<file path="src/rtl/sum_uart_pkg.sv">
// Shared types and constants for the sum UART transmitter.
// The frame is one start bit, DATA_BITS data bits, an optional parity bit, and one stop bit.
package sum_uart_pkg;

  localparam int DATA_BITS = 8;

  typedef enum logic [2:0] {
    IDLE,
    START,
    DATA,
    PARITY,
    STOP
  } state_t;

  function automatic int frame_bits(input bit parity_en);
    return parity_en ? DATA_BITS + 3 : DATA_BITS + 2;
  endfunction

endpackage

</file>
<file path="src/rtl/sum_uart_baud_cnt.sv">
// Bit-period timer. It raises tick on the last cycle of each CLKS_PER_BIT window.
// It stays at zero while run is low.
module sum_uart_baud_cnt #(
  parameter int CLKS_PER_BIT = 16
) (
  input  logic clk,
  input  logic rst_n,
  input  logic run,
  output logic tick
);

  localparam int CNT_W = (CLKS_PER_BIT > 1) ? $clog2(CLKS_PER_BIT) : 1;
  localparam logic [CNT_W-1:0] LAST = CNT_W'(CLKS_PER_BIT - 1);

  logic [CNT_W-1:0] cnt;

  assign tick = run && (cnt == LAST);

  // NOTE: sequential state uses non-blocking assignments so every flop samples pre-edge values.
  always_ff @(posedge clk or negedge rst_n) begin
    if (!rst_n) begin
      cnt <= '0;
    end else if (!run || tick) begin
      cnt <= '0;
    end else begin
      cnt <= cnt + 1'b1;
    end
  end

endmodule

</file>
<file path="src/rtl/sum_uart_tx.sv">
// Takes adder sums over valid/ready and sends each one as an LSB-first UART frame.
// An even-parity bit can be added to each frame.
module sum_uart_tx
  import sum_uart_pkg::*;
#(
  parameter int CLKS_PER_BIT = 16,
  parameter bit PARITY_EN    = 1'b0
) (
  input  logic       clk,
  input  logic       rst_n,
  input  logic [7:0] sum_i,
  input  logic       sum_valid_i,
  output logic       sum_ready_o,
  output logic       tx_o,
  output logic       busy_o,
  output logic       done_o
);

  localparam logic [2:0] LAST_BIT = 3'(DATA_BITS - 1);

  state_t     state, state_next;
  logic [7:0] shreg, shreg_next;
  logic [2:0] bit_cnt, bit_cnt_next;
  logic       parity, parity_next;
  logic       tx_next, busy_next, done_next;
  logic       tick;
  logic       xfer;

  // Ready depends only on registered state, so valid never loops back into ready.
  assign sum_ready_o = (state == IDLE);
  assign xfer        = sum_valid_i && sum_ready_o;

  sum_uart_baud_cnt #(
    .CLKS_PER_BIT(CLKS_PER_BIT)
  ) u_baud (
    .clk  (clk),
    .rst_n(rst_n),
    .run  (state != IDLE),
    .tick (tick)
  );

  always_ff @(posedge clk or negedge rst_n) begin
    if (!rst_n) state <= IDLE;
    else        state <= state_next;
  end

  // NOTE: every always_comb output gets a default first, so a missed branch cannot infer a latch.
  always_comb begin
    state_next = state;
    unique case (state)
      IDLE:    if (xfer) state_next = START;
      START:   if (tick) state_next = DATA;
      DATA:    if (tick && bit_cnt == LAST_BIT) state_next = PARITY_EN ? PARITY : STOP;
      PARITY:  if (tick) state_next = STOP;
      STOP:    if (tick) state_next = IDLE;
      default: state_next = IDLE;
    endcase
  end

  // The shift register, bit counter and parity are loaded on the transfer edge.
  // After that they only change on bit boundaries inside DATA.
  always_comb begin
    shreg_next   = shreg;
    bit_cnt_next = bit_cnt;
    parity_next  = parity;
    if (xfer) begin
      shreg_next  = sum_i;
      parity_next = ^sum_i;
    end else if (state == DATA && tick) begin
      shreg_next   = shreg >> 1;
      bit_cnt_next = bit_cnt + 1'b1;
    end
  end

  // NOTE: the datapath registers are reset along with the control state, so nothing is X after reset.
  always_ff @(posedge clk or negedge rst_n) begin
    if (!rst_n) begin
      shreg   <= '0;
      bit_cnt <= '0;
      parity  <= 1'b0;
    end else begin
      shreg   <= shreg_next;
      bit_cnt <= bit_cnt_next;
      parity  <= parity_next;
    end
  end

  // The outputs are computed from the next state, so the registered pins line up with the state register.
  always_comb begin
    tx_next   = 1'b1;
    busy_next = (state_next != IDLE);
    done_next = (state == STOP) && tick;
    unique case (state_next)
      IDLE:    tx_next = 1'b1;
      START:   tx_next = 1'b0;
      DATA:    tx_next = shreg_next[0];
      PARITY:  tx_next = parity_next;
      STOP:    tx_next = 1'b1;
      default: tx_next = 1'b1;
    endcase
  end

  always_ff @(posedge clk or negedge rst_n) begin
    if (!rst_n) begin
      tx_o   <= 1'b1;
      busy_o <= 1'b0;
      done_o <= 1'b0;
    end else begin
      tx_o   <= tx_next;
      busy_o <= busy_next;
      done_o <= done_next;
    end
  end

endmodule

</file>
<file path="config.mk">
export PLATFORM = sky130hd
export DESIGN_NAME = sum_uart_tx
export DESIGN_NICKNAME = d
export VERILOG_FILES = /design/src/rtl/sum_uart_pkg.sv /design/src/rtl/sum_uart_baud_cnt.sv /design/src/rtl/sum_uart_tx.sv
export SDC_FILE = /design/constraint.sdc
export NUM_CORES = 1
export LEC_CHECK = 0
export ABC_AREA = 1
export CAP_MARGIN = 20
export CORE_MARGIN = 10
export CORE_UTILIZATION = 39
export DETAILED_ROUTE_END_ITERATION = 10
export SLEW_MARGIN = 25
export SYNTH_ARGS = -nofsm -noshare
export SYNTH_HDL_FRONTEND = slang
export SYNTH_SLANG_ARGS = --single-unit
</file>
<file path="constraint.sdc">
create_clock -name clk -period 3.2 [get_ports clk]
set_clock_uncertainty 0.1 [all_clocks]
set_input_delay 0.64 -clock clk [delete_from_list [all_inputs] [get_ports clk]]
set_output_delay 0.64 -clock clk [all_outputs]
set_load 0.01 [all_outputs]
</file>
==> flow_summary.json, run 1 <==
{
  "status": "finished clean",
  "tightest_slew_ns": 0.286,
  "peakVddDrop_v": 0.000107,
  "synth_seq_cells": 22,
  "rows": 20,
  "design_area_um2": 1480,
  "hp-class": "reg2reg",
  "cts_tree": "built",
  "crit_required_ns": 2.46,
  "die_h_um": 76.7,
  "cp_slowest_cell": "clkdlybuf4s50_1",
  "clkLatencyLatePin_ns": 0.30,
  "p_leak_nw": 0.774,
  "hold_ws_ns": 0.369,
  "htreeDepth": 1,
  "antenna_found_initial": 0,
  "cp_num_buf_inv": 2,
  "power_density_nw_per_um2": 310,
  "met2_usage": 0.148,
  "critical_path_class": "reg2out",
  "path_max_fanout": 5,
  "finalWirelength_mm": 2.27,
  "avgSynthCellArea_um2": 8.25,
  "maxCapViolCount": 0,
  "finalHoldViolCount": 0,
  "grt_pass1_vias": 1009,
  "post-route-period-util": 0.744,
  "yosysSeqAreaShare": 0.440,
  "synth_cells": 152,
  "final_nets": 186,
  "finalPower_mw": 0.460,
  "slew_violations": 0,
  "place_congestion": 0.796,
  "layout_common_cells": "nand2_1, inv_1, dfrtp_1",
  "postCtsHoldBufs": 0,
  "diodes": 0,
  "post_cts_buffers": 0,
  "mostFrequentLayoutCell": "nand2_1",
  "grt_first_pass_wirelength_mm": 4.12,
  "routedWlPerCell_um": 10.5,
  "grt_max_degree": 23,
  "slowest_delay_ns": 0.53,
  "clock_sinks": 22,
  "setup_violations": 0,
  "post_cts_resized": 0,
  "place_hpwl_mm": 1.84,
  "dieArea_um2": 5880,
  "multi_input_area_um2": 602,
  "cp-start-kind": "flop",
  "syn_to_final_growth_pct": 18.3,
  "period_minus_slack_ns": 2.38,
  "path_clk_slew_ns": 0.12,
  "syn-cell-area_um2": 1250,
  "placedInstanceArea_um2": 1460,
  "ios": 15,
  "syn-num-nets": 166,
  "cp_top_family": "buffers and inverters",
  "max_slew_margin": 0.809,
  "top_usage_layer": "met2",
  "die_x_um": 76.7,
  "use_met3": 0.0163,
  "cts_made_buffers": 3,
  "max_freq_mhz": 420,
  "use_met1": 0.0869,
  "start_util": 0.411,
  "grt_overflow": 0,
  "final-seq-area_um2": 552,
  "ant_nets": 0,
  "vias": 1007,
  "vias_per_cell": 4.68,
  "grt.total_usage": 0.0818,
  "yosysWarnings": 0,
  "core-area_um2": 3050,
  "port_buffers": 14,
  "worstPathArrival_ns": 1.64,
  "drc": 0,
  "drt_pass1_iterations": 4,
  "synth_cell_type_count": 30,
  "root_buffer": "clkbuf_4",
  "drt_iter0_drc": 53,
  "crit_chain": "nor2_2 -> nand2_4 -> inv_1 -> clkdlybuf4s50_1",
  "nFillCells": 324,
  "rsz0062_at_grt": "false",
  "end_kind": "output pin",
  "finalSetupTns_ns": 0,
  "drive_gt1_frac": 0.123,
  "cts_buffer_depth": 2
}
==> synthesized netlist by cell type, drive strengths merged <==
| library cell | number | area [um^2] |
|---|---|---|
| a21boi | 1 | 7.51 |
| a31oi | 1 | 6.26 |
| dfrtp | 21 | 526 |
| dfstp | 1 | 26.3 |
| ha | 3 | 37.5 |
| inv | 26 | 100 |
| nand2 | 55 | 219 |
| nand3 | 10 | 67.6 |
| nand4 | 1 | 6.26 |
| nor2 | 16 | 103 |
| nor4 | 1 | 6.26 |
| o211ai | 2 | 28.8 |
| o21bai | 1 | 7.51 |
| o221ai | 6 | 58.8 |
| o22ai | 1 | 6.26 |
| or2 | 2 | 12.5 |
| xnor2 | 2 | 17.5 |
| xor2 | 2 | 17.5 |
==> per-stage QoR <==
stage	worst slack, ns	instances	util
after floorplan	1.67	152	-
after detailed placement	1.15	211	0.477
after global placement	1.17	211	0.477
after global routing	0.740	215	0.486
final	0.820	215	0.486
after CTS	0.800	215	0.486
==> power breakdown <==
group | switching [mW] | total (mW) | internal [mW]
combinational | 0.0288 | 0.0517 | 0.0229
clock | 0.0794 | 0.128 | 0.0485
sequential | 0.000730 | 0.281 | 0.280
==> cell type report <==
cell class	instances	share of cell area
multi-input combinational	104	0.406
clock buffer	4	0.0177
inverter	26	0.0675
tap	44	0.0371
sequential	22	0.372
timing repair buffer	15	0.0996
==> flip-flops by register name (all words and copies together) (netlist names) <==
signal and flops:
u_baud.cnt 4, shreg 8, bit_cnt 3, state 3, parity 1, done_o 1, tx_o 1, busy_o 1
==> cell families (layout without fill, tap and decap cells) <==
logic type / Yosys count / in the layout / share of synthesized area
xor gates and xnor gates: 4 / 4 / 0.0279
DFF: 22 / 22 / 0.440
AOI/OAI and AO/OA: 12 / 12 / 0.0918
buffers and inverters: 26 / 45 / 0.0798
adders and majority gates: 3 / 3 / 0.0299
and+or+nand+nor: 85 / 85 / 0.330
==> path summary, 6_finish.rpt <==
path	from	endpoint	slack [ns]	cells past startpoint
min	u_baud.cnt[0]	u_baud.cnt[0]	0.37	1
min reg2reg	u_baud.cnt[0]	u_baud.cnt[0]	0.37	1
min in group asynchronous	rst_n	u_baud.cnt[0]	0.57	2
max	state[1]	sum_ready_o	0.82	4
max reg2reg	u_baud.cnt[0]	busy_o	1.57	5
max in group asynchronous	rst_n	tx_o	2.14	2
==> routing by layer <==
layer,routed length (um),up-vias
li1,-,522
met1,1020,460
met2,1120,21
met3,83,4
met4,46,0
met5,0,-
(Power assumes the default switching activity.)
==> run 2: changes to the inputs <==
Clock period 3.2 ns to 2.01 ns, I/O delays scaled along.
==> run 2 against run 1 <==
Net effect:
- combinational power up 61%
- count of clock-buffer cells in the layout is the same
- final cell count up 0.93%
- critical endpoint is now tx_o
- first-iteration DRC count fell by 28%
- cell area rose by 1.4%
- worst setup slack worse by 0.66 ns
- sequential power rose by 59%
- routed wire length is 4.3% higher
- sequential share of layout area is 0.36 points lower
- critical path depth down 3
- global-route usage grew 0.16 points
- worst hold slack lost 0.021 ns
==> flow_summary.json, run 2 (synthesis gave the netlist of run 1 again) <==
{
  "fin_cells": 217,
  "grt.total_usage": 0.0835,
  "slew_violations": 0,
  "grt_first_pass_wirelength_mm": 4.22,
  "antenna_found_initial": 0,
  "status": "finished clean",
  "post-route-period-util": 0.918,
  "port_buffers": 14,
  "cts_tree": "built",
  "finalPower_mw": 0.726,
  "grt_overflow": 0,
  "hold_ws_ns": 0.348,
  "mostFrequentLayoutCell": "nand2_1",
  "peakVddDrop_v": 0.000129,
  "grt_max_degree": 23,
  "die_h_um": 76.7,
  "rsz0062_at_grt": "false",
  "setup_violations": 0,
  "tightest_slew_ns": 0.281,
  "maxCapViolCount": 0,
  "place_inst": 211,
  "layout_common_cells": "nand2_1, inv_1, dfrtp_1",
  "rows": 20,
  "cp_top_family": "flip-flops",
  "hp-class": "in2async",
  "crit_required_ns": 1.51,
  "start_util": 0.411,
  "setup_slack_ns": 0.164,
  "root_buffer": "clkbuf_4",
  "postCtsHoldBufs": 0,
  "period_minus_slack_ns": 1.85,
  "vias_per_cell": 4.68,
  "drc": 0,
  "cp_num_buf_inv": 1,
  "critical_path_class": "reg2out",
  "routedWlPerCell_um": 10.9,
  "diodes": 0,
  "ios": 15,
  "finalWirelength_mm": 2.36,
  "path_max_fanout": 1,
  "worstPathArrival_ns": 1.34,
  "max_slew_margin": 0.813,
  "final_nets": 188,
  "preCtsSetupSlack_ns": 0.191,
  "vias": 1015,
  "clkLatencyLatePin_ns": 0.29,
  "grt_pass1_vias": 1028,
  "die_x_um": 76.7,
  "finalHoldViolCount": 0,
  "drt_pass1_iterations": 4,
  "largest_reg_flops": 8,
  "power_density_nw_per_um2": 483,
  "top_register": "shreg",
  "place_hpwl_mm": 1.88,
  "cts_made_buffers": 3,
  "core-area_um2": 3050,
  "path_clk_slew_ns": 0.11,
  "design_area_um2": 1500,
  "place_congestion": 0.796,
  "end_kind": "output pin",
  "placedInstanceArea_um2": 1460,
  "syn_to_final_growth_pct": 20.0,
  "htreeDepth": 1,
  "ant_nets": 0,
  "cts_buffer_depth": 2,
  "slowest_delay_ns": 0.53,
  "max_freq_mhz": 542,
  "cp_slowest_cell": "dfstp_2",
  "p_leak_nw": 0.789,
  "crit_chain": "clkdlybuf4s50_1",
  "top_regs": "shreg (8), u_baud.cnt (4)",
  "finalSetupTns_ns": 0,
  "clock_sinks": 22,
  "dieArea_um2": 5880,
  "drt_iter0_drc": 38,
  "cp-start-kind": "flop",
  "drive_gt1_frac": 0.145,
  "fin_util": 0.493
}
[run 2: changes by cell type in the layout (fill, tap and decap cells not counted)]
cell / before / now
buf_4: 1 / 3
dlygate4sd2_1: 0 / 1
nor2_2: 1 / 0
dfrtp_1: 21 / 19
clkdlybuf4s50_1: 14 / 13
dfrtp_2: 0 / 2
nor2_4: 1 / 2
[run 2: area by class of cell]
cell class | instances | area [um^2]
Clock buffer | 4 | 26.3
Fill cell | 322 | 1550
Inverter | 26 | 100
Multi-Input combinational cell | 104 | 607
Sequential cell | 22 | 554
Tap cell | 44 | 55.1
Timing Repair Buffer | 17 | 161
[run 2: what timing repair did]
item                                    CTS  global route
setup buffers                             2             0
endpoints found under the setup margin    1             0
resized for setup                         4             0
[run 2: per-layer routing]
metal	track usage	routed length, um
met3	0.0186	114
met5	0	0
met4	0.0390	29
met2	0.153	1240
met1	0.0873	983
[run 2: report_power, final]
part / switching [mW] / total, mW / internal, mW
clock: 0.119 / 0.196 / 0.0771
sequential: 0.00101 / 0.446 / 0.445
combinational: 0.0470 / 0.0834 / 0.0364
total: 0.167 / 0.726 / 0.559
[run 2: worst paths after layout]
| check | slack [ns] | depth (start not counted) | startpoint | end |
|---|---|---|---|---|
| max in group asynchronous | 1.18 | 2 | rst_n | tx_o |
| hold reg to reg | 0.36 | 1 | u_baud.cnt[0] | u_baud.cnt[0] |
| setup reg to reg | 0.40 | 5 | u_baud.cnt[0] | busy_o |
| hold / removal | 0.35 | 2 | rst_n | u_baud.cnt[0] |
| setup / recovery | 0.16 | 1 | tx_o | tx_o |
| min in group clk | 0.36 | 1 | u_baud.cnt[0] | u_baud.cnt[0] |
